### src/rtl/wb_stage.sv
// rtl/wb_stage.sv - writeback stage: ALU/load retirement with load timeout; optional bypass via WB_STAGE_BYPASS_EN
module wb_stage #(
    parameter int LOAD_TIMEOUT = 255
) (
    input  logic        clk,
    input  logic        reset,
    input  logic        ex_valid,
    output logic        ex_ready,
    input  logic [4:0]  ex_rd,
    input  logic [31:0] ex_data,
    input  logic        ex_is_load,
    input  logic        mem_rvalid,
    input  logic [31:0] mem_rdata,
    output logic        write_enable,
    output logic [4:0]  wa3,
    output logic [31:0] wd3,
    output logic        busy,
    output logic        err,
    output logic [15:0] wb_count
`ifdef WB_STAGE_BYPASS_EN
    ,
    input  logic [4:0]  ra1,
    input  logic [4:0]  ra2,
    output logic        byp1_hit,
    output logic        byp2_hit,
    output logic [31:0] byp1_data,
    output logic [31:0] byp2_data
`endif
);

    typedef enum logic {IDLE, WAIT_LOAD} state_t;

    localparam logic [7:0] TIMEOUT_LIM = 8'(LOAD_TIMEOUT);

    state_t      state, state_next;
    logic [7:0]  tcnt, tcnt_next, tcnt_inc;
    logic [4:0]  rd_q, rd_next;
    logic        we_next, err_next;
    logic [4:0]  wa_next;
    logic [31:0] wd_next;

    assign ex_ready = (state == IDLE);
    assign busy     = (state == WAIT_LOAD);
    assign tcnt_inc = tcnt + 8'd1;

    always_comb begin
        state_next = state;
        tcnt_next  = tcnt;
        rd_next    = rd_q;
        we_next    = 1'b0;
        wa_next    = wa3;
        wd_next    = wd3;
        err_next   = err;
        case (state)
            IDLE: begin
                if (ex_valid) begin
                    if (ex_is_load) begin
                        rd_next    = ex_rd;
                        tcnt_next  = 8'd0;
                        state_next = WAIT_LOAD;
                    end else if (ex_rd != 5'd0) begin
                        we_next = 1'b1;
                        wa_next = ex_rd;
                        wd_next = ex_data;
                    end
                end
                // A response in the cycle a load is accepted is not yet owed, so it is not an error.
                if (mem_rvalid && !(ex_valid && ex_is_load)) begin
                    err_next = 1'b1;
                end
            end
            WAIT_LOAD: begin
                if (mem_rvalid) begin
                    state_next = IDLE;
                    if (rd_q != 5'd0) begin
                        we_next = 1'b1;
                        wa_next = rd_q;
                        wd_next = mem_rdata;
                    end
                end else if (tcnt_inc == TIMEOUT_LIM) begin
                    tcnt_next  = tcnt_inc;
                    err_next   = 1'b1;
                    state_next = IDLE;
                end else begin
                    tcnt_next = tcnt_inc;
                end
            end
            default: state_next = IDLE;
        endcase
    end

    always_ff @(posedge clk) begin
        if (reset) begin
            state        <= IDLE;
            tcnt         <= 8'd0;
            rd_q         <= 5'd0;
            write_enable <= 1'b0;
            wa3          <= 5'd0;
            wd3          <= 32'd0;
            err          <= 1'b0;
            wb_count     <= 16'd0;
        end else begin
            state        <= state_next;
            tcnt         <= tcnt_next;
            rd_q         <= rd_next;
            write_enable <= we_next;
            wa3          <= wa_next;
            wd3          <= wd_next;
            err          <= err_next;
            wb_count     <= wb_count + {15'd0, we_next};
        end
    end

`ifdef WB_STAGE_BYPASS_EN
    assign byp1_hit  = write_enable && (wa3 != 5'd0) && (ra1 == wa3);
    assign byp2_hit  = write_enable && (wa3 != 5'd0) && (ra2 == wa3);
    assign byp1_data = byp1_hit ? wd3 : 32'd0;
    assign byp2_data = byp2_hit ? wd3 : 32'd0;
`endif

endmodule

### config.mk
export PLATFORM = sky130hd
export DESIGN_NAME = wb_stage
export DESIGN_NICKNAME = d
export VERILOG_FILES = /design/src/rtl/wb_stage.sv
export SDC_FILE = /design/constraint.sdc
export NUM_CORES = 1
export LEC_CHECK = 0
export BUFFER_PORTS_ARGS = -buffer_cell sky130_fd_sc_hd__buf_2
export CAP_MARGIN = 20
export CORE_MARGIN = 3
export CORE_UTILIZATION = 51
export DETAILED_ROUTE_END_ITERATION = 16
export PLACE_DENSITY = 0.86
export SETUP_SLACK_MARGIN = 0.3
export SYNTH_ARGS = -nofsm -noshare
export SYNTH_HDL_FRONTEND = slang
export SYNTH_SLANG_ARGS = --single-unit
export TNS_END_PERCENT = 100
### constraint.sdc
create_clock -name clk -period 3.42 [get_ports clk]
set_input_delay 0.171 -clock clk [delete_from_list [all_inputs] [get_ports clk]]
set_output_delay 0.171 -clock clk [all_outputs]
set_load 0.01 [all_outputs]
Yosys cells after proc, flatten, opt, wreduce, memory -nomap -nowiden
Cells that the tools add are included.

Bitwise gates (word level): 1. Muxes and demuxes: 31. Equal/unequal tests: 10. Reduce and logical (&&, ||, !) cells: 9. Add/subtract/negate cells: 2.

Operators with widths (number): 2-to-1 mux 32 bit (5); one-hot mux 32 bit (2 select lines) (1); 2-to-1 mux 5 bit (5); 2-to-1 mux 8 bit (3); adder 16 x 1 -> 16 bit (1); one-hot mux 8 bit (2 select lines) (1); 2-to-1 mux 1 bit (12); inequality test 2 x 1 -> 1 bit, second input constant (5); one-hot mux 5 bit (2 select lines) (1); nonzero test 5 bit (2); AND reduction 3 bit (3); adder 8 x 1 -> 8 bit, second input constant (1); equality test 8 bit, second input constant (1); inequality test 2 bit, second input constant (4); one-hot mux 1 bit (2 select lines) (3); AND reduction 5 bit (1); logical AND 1 bit (2); logical NOT 1 bit (1); inverter 1 bit (1).

Output and inout port bits: 57. Register bits after elaboration: 69. Word-level logic and storage cells: 61.

Logic depth before layout (Yosys ltp)
Depth in word-level cells: 6. Gate-level depth with buffers: 12.

Worst setup path after synthesis
No wires, ideal clock.

Path kind: register to register. Start: reg rd_q[0]. End: reg wb_count[11]. Stages on the path, launching flop included: 12. Library setup time: 128 ps. Slack: 1068 ps. Arrival time: 2225 ps. Path through: dfxtp_1 > or4_1 > o211ai_2 > nand2_1 > buf_6 > buf_6 > ha_1 > and2_1 > and2_1 > nand3_1 > xor2_1 > nor2_1.

Longest elaborated chain between the ends: 5.

RTL lines: from (decl) (line 37) `logic [4:0] rd_q, rd_next;`; from (signal assigned) (line 105) `rd_q <= rd_next;`; nonzero test 5 bit (line 75) `if (rd_q != 5'd0) begin`; 2-to-1 mux 1 bit (line 75); 2-to-1 mux 1 bit (line 73) `if (mem_rvalid) begin`; one-hot mux 1 bit (2 select lines) (line 54) `case (state)`; named net we_next (line 38) `logic we_next, err_next;`; adder 16 x 1 -> 16 bit (line 110) `wb_count <= wb_count + {15'd0, we_next};`; to (signal assigned) (line 110); to (decl) (line 19) `output logic [15:0] wb_count`.

The timed path passes the listed nets, and every way through them passes these cells. A chain may end at the register's enable or synchronous reset.

Final worst setup path
Start: reg rd_q[0]. End: reg wb_count[11].

Longest elaborated chain between the ends: 5.

RTL lines (line): nonzero test 5 bit (75); 2-to-1 mux 1 bit (75); 2-to-1 mux 1 bit (73); one-hot mux 1 bit (2 select lines) (54); adder 16 x 1 -> 16 bit (110).

No other way between the ends.

==> flow_summary_export.csv <==
group,metric,value,unit
critical_path,cp_cell_sequence,"or4_1 -> o211ai_2 -> nand2_2 -> ha_1 -> and2_1 -> and2_1 -> nand3_1 -> xor2_1 -> nor2_1",
power_and_ir_drop,pwr-share-seq,44.7,%
finish,multi_input_area,1770,um^2
cts,hold_buffers,0,
floorplanning,ioPinCount,131,
drt,ant_nets,0,
critical_path,r2r-start,"rd_q[0]",
critical_path,startpoint_type,"flip-flop",
critical_path,crit_buf_inv,0,
worst_hold_path,hold_path.class,"input port to flip-flop",
placement,io_buffers,130,
finish,final_cells,545,
power_and_ir_drop,switching_share,25.2,%
finish,n_antenna_cell,0,
placement,dp.cells,529,
worst_hold_path,min_from,"ex_rd[1]",
sta,setup_viol_count_final,0,
critical_path,cp_common_cell,"and2_1",
critical_path,rrSetupSlack,1.17,ns
critical_path,cpPeakStageDelay,0.53,ns
power_and_ir_drop,power_frac_comb,15.1,%
job,maxCapViolations,0,
cts,clk_pin_slew_worst_paths,0.07,ns
cts,cts_setup_buffers,0,
finish,fill_cells,466,
floorplanning,die_h,86.2,um
synth,yosys-top-cells-area,"dfxtp_1 (42%), mux2i_1 (13%), a211oi_2 (11%)",
sta,period_needed,2.25,ns
critical_path,cp_top_family,"simple AND/OR/NAND/NOR gates",
floorplanning,core_area,6060,um^2
global_route,grt_max_degree,75,
cts,cts_tree,"done",
finish,drive_above_1_share,38.9,%
sta,worst_pin_slew,0.843,ns
power_and_ir_drop,p_per_area,470,nW/um^2
global_route,antenna_found_initial,0,
cts,cts.repair.resized,0,
critical_path,crit_type,"flip-flop to flip-flop",
synth,synth_largest_area_cell,"dfxtp_1",
floorplanning,die_w,86.2,um
synth,yosysMostFrequentCell,"nor2_1",
synth,ys_ff_latch,69,
sta,slew_violations,0,
finish,design_area,4170,um^2
synth,netlist_area,3280,um^2
cts,clk_path_buf_depth,2,
synth,yosys_warnings,0,
sta,fin_skew,0.00532,ns
sta,fin_setup_tns,0,ns
synth,synth_top_area_share,42.1,%
sta,maxSlewHeadroom,43.8,%
finish,final_nets,544,
critical_path,required,3.63,ns
global_route,grt_pass1_wl,13200,um
synth,postSynthAreaPerCell,9.54,um^2
power_and_ir_drop,p_leak,1.82,nW
drt,drt_pass1_iterations,4,
placement,gp_congestion,0.904,
power_and_ir_drop,vdd_drop_max,290,uV
floorplanning,fp.dieArea,7430,um^2
critical_path,reg2reg_to,"wb_count[11]",
critical_path,endpoint_kind,"flip-flop",
finish,seq_area,1380,um^2
sta,rsz0062_at_grt,"false",
global_route,overflow,0,
synth,ys_top_cells_by_count,"nor2_1 (70), dfxtp_1 (69), mux2i_1 (42)",
power_and_ir_drop,internal-power,1.47,mW
synth,synth_async_sr_flop_share,0,%
sta,final_hold_viol_count,0,
cts,cts_root_buf,"clkbuf_8",
floorplanning,core.rowCount,28,
floorplanning,start_util,54.1,%
synth,yosysSeqAreaShare,42.1,%
placement,place_hpwl,5810,um
cts,cts_buffers,9,
synth,syn_nets,423,
cts,cts_max_level,3,
sta,max_freq,444,MHz
drt,num_vias,2947,
synth,synth_ff_type,"dfxtp_1",
drt,viasPerCell,5.41,
drt,routedWlPerCell,14.9,um
sta,finalCritPeriodShare,65.8,%
global_route,grt_util_all_layers,22.0,%
global_route,grt_pass1_vias,2845,
critical_path,cp_max_fo,5,
finish,area_delta_synth_final,27.0,%
cts,cts.sinks,69,
power_and_ir_drop,pwr-share-clk,40.3,%
drt,wl,8130,um
synth,ys_types,37,
worst_hold_path,hold_end,"rd_q[1]",
outcome,status,"finished, final reports clean",
cts,insertion_delay,0.33,ns
worst_hold_path,holdPathStages,3,
drt,drc_errors,0,
critical_path,path_depth,9,
power_and_ir_drop,p_switching,493,uW
synth,synth_edf_count,0,
drt,drt_iter0_drc,128,
critical_path,rr_worst_depth,9,
placement,place_area,3930,um^2
critical_path,slowest_stage,"or4_1",
critical_path,arrival,2.46,ns
synth,syn_inst,344,
## kinds of logic (layout without fill, tap and decap cells)
logic type / after synthesis / count (layout) / synth area share, %
compound gates: 63 / 63 / 18.2
xor+xnor: 13 / 13 / 3.47
fa+ha+maj: 5 / 5 / 1.91
buf+inv: 26 / 152 / 4.19
flops: 69 / 69 / 42.1
mux: 43 / 43 / 13.2
simple gates: 125 / 125 / 17.0
## metal layers
layer	up-vias	track usage, %	wire length [um]
li1	1460	-	-
met1	1376	26.7	3260
met2	96	37.6	4240
met3	15	4.75	432
met4	0	9.77	186
met5	-	0	0
## worst max-delay path by stage
stage / startpoint / to / slack [ns]
finish: rd_q[0] / wb_count[11] / 1.17
global route: busy / tcnt[2] / 0.96
CTS: rd_q[0] / wb_count[11] / 1.16
detailed placement: ex_rd[0] / wb_count[11] / 1.19
global placement: rd_q[0] / wb_count[11] / 1.25
floorplan: rd_q[0] / wb_count[11] / 1.07
## cells in the final DEF (no fill, tap or decap), types with 6 or more instances in the layout
master,n
dfxtp_1,68
mux2i_1,42
xor2_1,11
nand3_1,10
a211oi_1,8
o21ai_0,6
clkbuf_8,9
a21oi_1,7
buf_2,130
nand2_1,17
a211oi_2,29
nor2_1,70
## layout make-up
class                   instances  area share [%]
multi-input cells             249            42.3
flip-flops and latches         69            33.2
repair buffers                134            16.3
clock buffers                  10            3.06
clock inverters                 6            2.67
well taps                      75            2.25
inverters                       2           0.180
## metrics by stage
| stage | utilization (%) | hold slack, ns | setup slack [ns] | total power [mW] |
|---|---|---|---|---|
| floorplan | - | 0.315 | 1.07 | 1.08 |
| global placement | 64.8 | 0.434 | 1.25 | 1.18 |
| detailed placement | 64.8 | 0.440 | 1.19 | 1.19 |
| CTS | 68.8 | 0.0992 | 1.16 | 1.97 |
| global route | 68.8 | 0.118 | 0.962 | 2.04 |
| finish | 68.8 | 0.111 | 1.17 | 1.96 |
## power groups by stage
stage | sequential, mW | combinational [mW] | clock, mW
finish | 0.874 | 0.295 | 0.789
global route | 0.880 | 0.326 | 0.837
CTS | 0.874 | 0.298 | 0.800
detailed placement | 0.891 | 0.297 | 0
global placement | 0.890 | 0.288 | 0
floorplan | 0.909 | 0.172 | 0
## tightest hold or removal path: cells and delay by family
kind                   cells  cell delay (ns)
buffers and inverters      1             0.10
multiplexers               1             0.06
AND/OR/NAND/NOR            1             0.08
## registers in the layout, indices dropped and copies added (netlist names)
signal / flops
err: 1
tcnt: 8
write_enable: 1
rd_q: 5
wd3: 32
wb_count: 16
busy: 1
wa3: 5
No activity file was read; power rests on OpenSTA's default activity.
